`src/rtl/hack_vga_ctrl.sv`:
```
// hack_vga_ctrl -- VGA scan-out for the Hack screen RAM.
// Generates 640x480 timing from the pixel clock. It reads screen words over
// RAM port b ahead of the beam and serializes each word into WIDTH
// monochrome pixels. The IMG_W x IMG_H image is centered with a grey border.
// Ports:
//   clk        pixel clock
//   reset      synchronous, active-high
//   addr_b     screen RAM port b word address (registered)
//   rdata_b    screen RAM port b read data, valid one cycle after addr_b
//   vga_hsync  horizontal sync, active-low (registered)
//   vga_vsync  vertical sync, active-low (registered)
//   vga_r/g/b  4-bit colour (registered)
//   vblank     high while the line counter is past the visible lines
module hack_vga_ctrl #(
    parameter int WIDTH  = 16,
    parameter int S_AW   = 16,
    parameter int H_VIS  = 640,
    parameter int H_FP   = 16,
    parameter int H_SYNC = 96,
    parameter int H_BP   = 48,
    parameter int V_VIS  = 480,
    parameter int V_FP   = 10,
    parameter int V_SYNC = 2,
    parameter int V_BP   = 33,
    parameter int IMG_W  = 512,
    parameter int IMG_H  = 256,
    parameter int H_OFF  = 64,
    parameter int V_OFF  = 112
) (
    input  logic             clk,
    input  logic             reset,
    output logic [S_AW-1:0]  addr_b,
    input  logic [WIDTH-1:0] rdata_b,
    output logic             vga_hsync,
    output logic             vga_vsync,
    output logic [3:0]       vga_r,
    output logic [3:0]       vga_g,
    output logic [3:0]       vga_b,
    output logic             vblank
);
    localparam int H_TOT = H_VIS + H_FP + H_SYNC + H_BP;
    localparam int V_TOT = V_VIS + V_FP + V_SYNC + V_BP;
    localparam int HW    = $clog2(H_TOT);
    localparam int VW    = $clog2(V_TOT);
    localparam int WORDS = IMG_W / WIDTH;

    logic [HW-1:0]    r_h_cnt;
    logic [VW-1:0]    r_v_cnt;
    logic [S_AW-1:0]  r_addr_b;
    logic [WIDTH-1:0] r_shift;
    logic             r_hsync, r_vsync, r_vblank;
    logic [3:0]       r_lvl;

    int   w_h, w_v, w_col, w_row, w_fcol, w_lcol;
    logic w_row_ok, w_col_ok, w_in_img, w_visible, w_fetch, w_load;
    logic w_hs_on, w_vs_on;
    logic [3:0] w_lvl;

    assign w_h   = int'(r_h_cnt);
    assign w_v   = int'(r_v_cnt);
    assign w_col = w_h - H_OFF;
    assign w_row = w_v - V_OFF;

    assign w_row_ok  = (w_row >= 0) && (w_row < IMG_H);
    assign w_col_ok  = (w_col >= 0) && (w_col < IMG_W);
    assign w_in_img  = w_row_ok && w_col_ok;
    assign w_visible = (w_h < H_VIS) && (w_v < V_VIS);

    // addr_b for word w must be on the bus at column 16w-2, so the registered
    // address is launched one cycle earlier, at column 16w-3.
    assign w_fcol  = w_col + 3;
    assign w_fetch = w_row_ok && (w_fcol >= 0) && (w_fcol < IMG_W) && (w_fcol % WIDTH == 0);

    // Data for word w arrives at column 16w-1; loading there makes the word's
    // bit 0 the pixel at column 16w.
    assign w_lcol = w_col + 1;
    assign w_load = w_row_ok && (w_lcol >= 0) && (w_lcol < IMG_W) && (w_lcol % WIDTH == 0);

    assign w_hs_on = (w_h >= H_VIS + H_FP) && (w_h < H_VIS + H_FP + H_SYNC);
    assign w_vs_on = (w_v >= V_VIS + V_FP) && (w_v < V_VIS + V_FP + V_SYNC);

    always_comb begin
        w_lvl = 4'h0;
        if (w_in_img)       w_lvl = r_shift[0] ? 4'h0 : 4'hF;
        else if (w_visible) w_lvl = 4'h4;
    end

    always_ff @(posedge clk) begin
        if (reset) begin
            r_h_cnt  <= '0;
            r_v_cnt  <= '0;
            r_addr_b <= '0;
            r_shift  <= '0;
            r_hsync  <= 1'b1;
            r_vsync  <= 1'b1;
            r_vblank <= 1'b0;
            r_lvl    <= 4'h0;
        end else begin
            if (r_h_cnt == HW'(H_TOT - 1)) begin
                r_h_cnt <= '0;
                r_v_cnt <= (r_v_cnt == VW'(V_TOT - 1)) ? '0 : r_v_cnt + 1'b1;
            end else begin
                r_h_cnt <= r_h_cnt + 1'b1;
            end

            if (w_fetch)
                r_addr_b <= S_AW'(w_row * WORDS + w_fcol / WIDTH);

            // A load takes priority over the shift so no pixel is dropped at a
            // word boundary.
            if (w_load)        r_shift <= rdata_b;
            else if (w_in_img) r_shift <= r_shift >> 1;

            r_hsync  <= !w_hs_on;
            r_vsync  <= !w_vs_on;
            r_vblank <= (w_v >= V_VIS);
            r_lvl    <= w_lvl;
        end
    end

    assign addr_b    = r_addr_b;
    assign vga_hsync = r_hsync;
    assign vga_vsync = r_vsync;
    assign vblank    = r_vblank;
    assign vga_r     = r_lvl;
    assign vga_g     = r_lvl;
    assign vga_b     = r_lvl;
endmodule
```
`config.mk`:
```
export PLATFORM = sky130hd
export DESIGN_NAME = hack_vga_ctrl
export DESIGN_NICKNAME = d
export VERILOG_FILES = /design/src/rtl/hack_vga_ctrl.sv
export SDC_FILE = /design/constraint.sdc
export NUM_CORES = 1
export LEC_CHECK = 0
export BUFFER_PORTS_ARGS = -buffer_cell sky130_fd_sc_hd__buf_2
export CAP_MARGIN = 30
export CORE_MARGIN = 2
export CORE_UTILIZATION = 45
export CTS_CLUSTER_DIAMETER = 60
export DETAILED_ROUTE_END_ITERATION = 6
export PLACE_DENSITY = 0.7
export SLEW_MARGIN = 0
export SYNTH_ARGS = -nofsm -noshare
export SYNTH_HDL_FRONTEND = slang
export SYNTH_SLANG_ARGS = --single-unit
```
`constraint.sdc`:
```
create_clock -name clk -period 3.55 [get_ports clk]
set_clock_uncertainty 0.15 [all_clocks]
set_input_delay 0.71 -clock clk [delete_from_list [all_inputs] [get_ports clk]]
set_output_delay 0.71 -clock clk [all_outputs]
set_load 0.01 [all_outputs]
```
==> results.sh <==
export IMPL_p_total_uw=1310
export IMPL_grt_ovfl_total=0
export IMPL_min_path_type="reg -> reg"
export IMPL_die_w_um=93.1
export IMPL_place_hpwl_um=5710
export IMPL_ant_nets=0
export IMPL_layout_commonest_cell="dfxtp_1"
export IMPL_p_leak_uw=0.00170
export IMPL_wire_per_inst_um=14.0
export IMPL_gp_congestion=0.851
export IMPL_syn_num_nets=451
export IMPL_drive_above_1_share_pct=19.9
export IMPL_drc_errors=0
export IMPL_antenna_found_initial=0
export IMPL_cts_tree="yes"
export IMPL_routed_via_density=5.49
export IMPL_setup_viol=0
export IMPL_track_usage_pct=19.0
export IMPL_outcome="complete, no violations"
export IMPL_ioPinCount=49
export IMPL_drt_iter0_drc=83
export IMPL_mostFrequentLayoutCells="57 x dfxtp_1, 56 x nor2_1, 48 x buf_2"
export IMPL_max_slew_margin_pct=41.7
export IMPL_synth_cell_types=62
export IMPL_fmax_ghz=0.308
export IMPL_hold_violations=0
export IMPL_rows=32
export IMPL_cts_root_buf="clkbuf_8"
export IMPL_sw_frac_of_total_pct=21.7
export IMPL_finalNonFillerCells=554
export IMPL_coreArea_mm2=0.00769
export IMPL_fin_crit_ns=3.25
export IMPL_ys_flop_type="dfxtp_1"
export IMPL_fin_crit_sh_pct=91.4
export IMPL_die_h_um=93.1
export IMPL_drt_pass1_iter_count=4
export IMPL_async_reset_ff_share_pct=0
export IMPL_end_kind="flop"
export IMPL_clock_power_share_pct=46.0
export IMPL_grt_max_degree=50
export IMPL_seqPwrFrac_pct=49.5
export IMPL_setup_worst_path_start_class="flop"
export IMPL_tns_ns=0
export IMPL_synth_area_mm2=0.00357
export IMPL_clock_sinks=57
export IMPL_netlist_instances=412
export IMPL_cts_buffers=9
export IMPL_pwr_share_comb_pct=4.5
export IMPL_first_global_vias=2829
export IMPL_area_growth_pct=12.9
export IMPL_report_final_slew_viol_count=0
export IMPL_worstHoldPathCells=1
export IMPL_clkTransAtPathRegs_ns=0.06
export IMPL_dp_cells=539
export IMPL_insertedDiodeCount=0
export IMPL_cts_resized=0
export IMPL_start_util_pct=46.4
export IMPL_p_int_uw=1020
export IMPL_crit_type="reg -> reg"
export IMPL_yosys_warnings=0
export IMPL_clockBufferDepth=2
export IMPL_vias=3044
export IMPL_ys_seq_area_share_pct=32.0
export IMPL_rr_endpoint="addr_b[12]"
export IMPL_grt_pass1_wl_um=13200
export IMPL_cp_startpoint="r_h_cnt[6]"
export IMPL_critPathArrivalTime_ns=3.28
export IMPL_crit_fanout=10
export IMPL_die_area_mm2=0.00866
export IMPL_r2r_start="r_h_cnt[6]"
export IMPL_wirelength_um=7770
export IMPL_syn_avg_cell_area_um2=8.66
export IMPL_cp_required_ns=3.58
export IMPL_final_nets=487
export IMPL_endpoint="addr_b[12]"
export IMPL_drv_cap=0
export IMPL_ctsHoldBuffers=0
export IMPL_worstMarginPinSlew_ns=0.875
export IMPL_p_per_area_mw_per_mm2=324
export IMPL_post_cts_buffers=0
export IMPL_switching_power_uw=284
export IMPL_rsz0062_at_grt="false"
export IMPL_synth_seq_cells=57
export IMPL_io_buffer_count=48
export IMPL_rr_worst_depth=11
export IMPL_synth_edff_count=0
export IMPL_r2r_setup_slack_ns=0.30
export IMPL_cts_htree_levels=3
export IMPL_clk_latency_ns=0.33
export IMPL_peakVddDrop_v=0.000273
==> sequential cells by signal (all words and copies together), names as in the netlist <==
register,cells
r_shift,16
addr_b,16
vga_hsync,1
vga_vsync,1
r_v_cnt,10
r_h_cnt,10
vblank,1
vga_b,2
==> layout make-up <==
cell class / instances / area [um2]
Clock inverter: 3 / 40.0
Timing Repair Buffer: 62 / 345
Multi-Input combinational cell: 305 / 2170
Sequential cell: 57 / 1140
Clock buffer: 12 / 155
Fill cell: 736 / 3660
Inverter: 13 / 48.8
Tap cell: 102 / 128
==> metrics by stage <==
step	worst slack (ns)	instance area, um2	hold WS [ns]	utilization (%)
after floorplan	0.235	3570	0.263	-
after global placement	0.383	3830	0.310	49.8
after detailed placement	0.225	3830	0.313	49.8
after CTS	0.197	4020	0.322	52.3
after global routing	0.0145	4030	0.330	52.4
final	0.304	4030	0.318	52.4
==> cell families after synthesis <==
kind of cell / Yosys count / share of synthesized area [%]
AO/OA/AOI/OAI: 82 / 16.4
XOR/XNOR: 34 / 8.56
adder cells (fa/ha/maj): 22 / 7.68
buffers and inverters: 50 / 7.40
flip-flops: 57 / 32.0
multiplexers: 22 / 6.21
AND/OR/NAND/NOR: 145 / 21.8
==> per-layer routing <==
layer	GRT usage, %	wire length [um]	up-vias
li1	-	-	1542
met1	25.1	3670	1430
met2	30.7	3660	67
met3	5.56	387	5
met4	4.66	47	0
met5	0	0	-
==> synthesized netlist by cell type (2+ instances only) <==
master     count  area share (%)
a2111oi_0      2            0.49
a211oi_1      22             4.6
a21oi_1       15             2.1
a22oi_1        2            0.42
and2_1         4            0.70
and3_1         4            0.70
and4_1         3            0.74
and4b_1        2            0.56
and4bb_1       2            0.70
buf_2         10             1.4
buf_4         15             3.2
clkbuf_1      10             1.1
dfxtp_1       57              32
ha_1          21             7.4
inv_1         13             1.4
mux2i_1       21             5.9
nand2_1       19             2.0
nand2b_1       5            0.88
nand3_1       10             1.4
nand3b_1       4            0.84
nand4_1        7             1.2
nand4b_1       4            0.98
nor2_1        56             5.9
nor2b_1        3            0.53
nor3_1         4            0.56
nor3_2         2            0.56
nor3b_1        4            0.84
nor4_1         2            0.35
o211ai_1       3            0.63
o21a_1         3            0.63
o21ai_0        9             1.3
o21ai_1        3            0.42
o21bai_1       3            0.63
o22ai_1        2            0.35
o311ai_1       2            0.49
o31ai_1        3            0.63
o32ai_1        2            0.49
or3_1          2            0.35
or4b_1         3            0.84
xnor2_1       16             3.9
xor2_1        17             4.2
==> critical path: stages, from the launching register on <==
cell	delay [ns]
dfxtp_1	0.33
inv_1	0.10
ha_1	0.35
nor3b_2	0.24
nand3b_1	0.17
o21a_4	0.28
ha_1	0.34
a2111oi_0	0.44
o21ai_1	0.18
a22oi_1	0.23
mux2i_1	0.21
o21ai_1	0.08
==> worst min path at each step <==
stage / start / endpoint / slack (ns)
final: addr_b[14] / addr_b[14] / 0.32
after global routing: addr_b[14] / addr_b[14] / 0.33
after CTS: addr_b[14] / addr_b[14] / 0.32
after detailed placement: addr_b[14] / addr_b[14] / 0.31
after global placement: addr_b[13] / addr_b[13] / 0.31
after floorplan: r_shift[0] / vga_b[1] / 0.26
==> power by group through the flow <==
stage / sequential, uW / combinational (uW) / clock, uW
floorplan: 661 / 35.8 / 0
global placement: 660 / 57.6 / 0
detailed placement: 660 / 58.5 / 0
CTS: 646 / 58.6 / 618
global route: 646 / 65.4 / 655
finish: 646 / 58.5 / 602
Note: power is estimated with default switching activity, not from simulation.
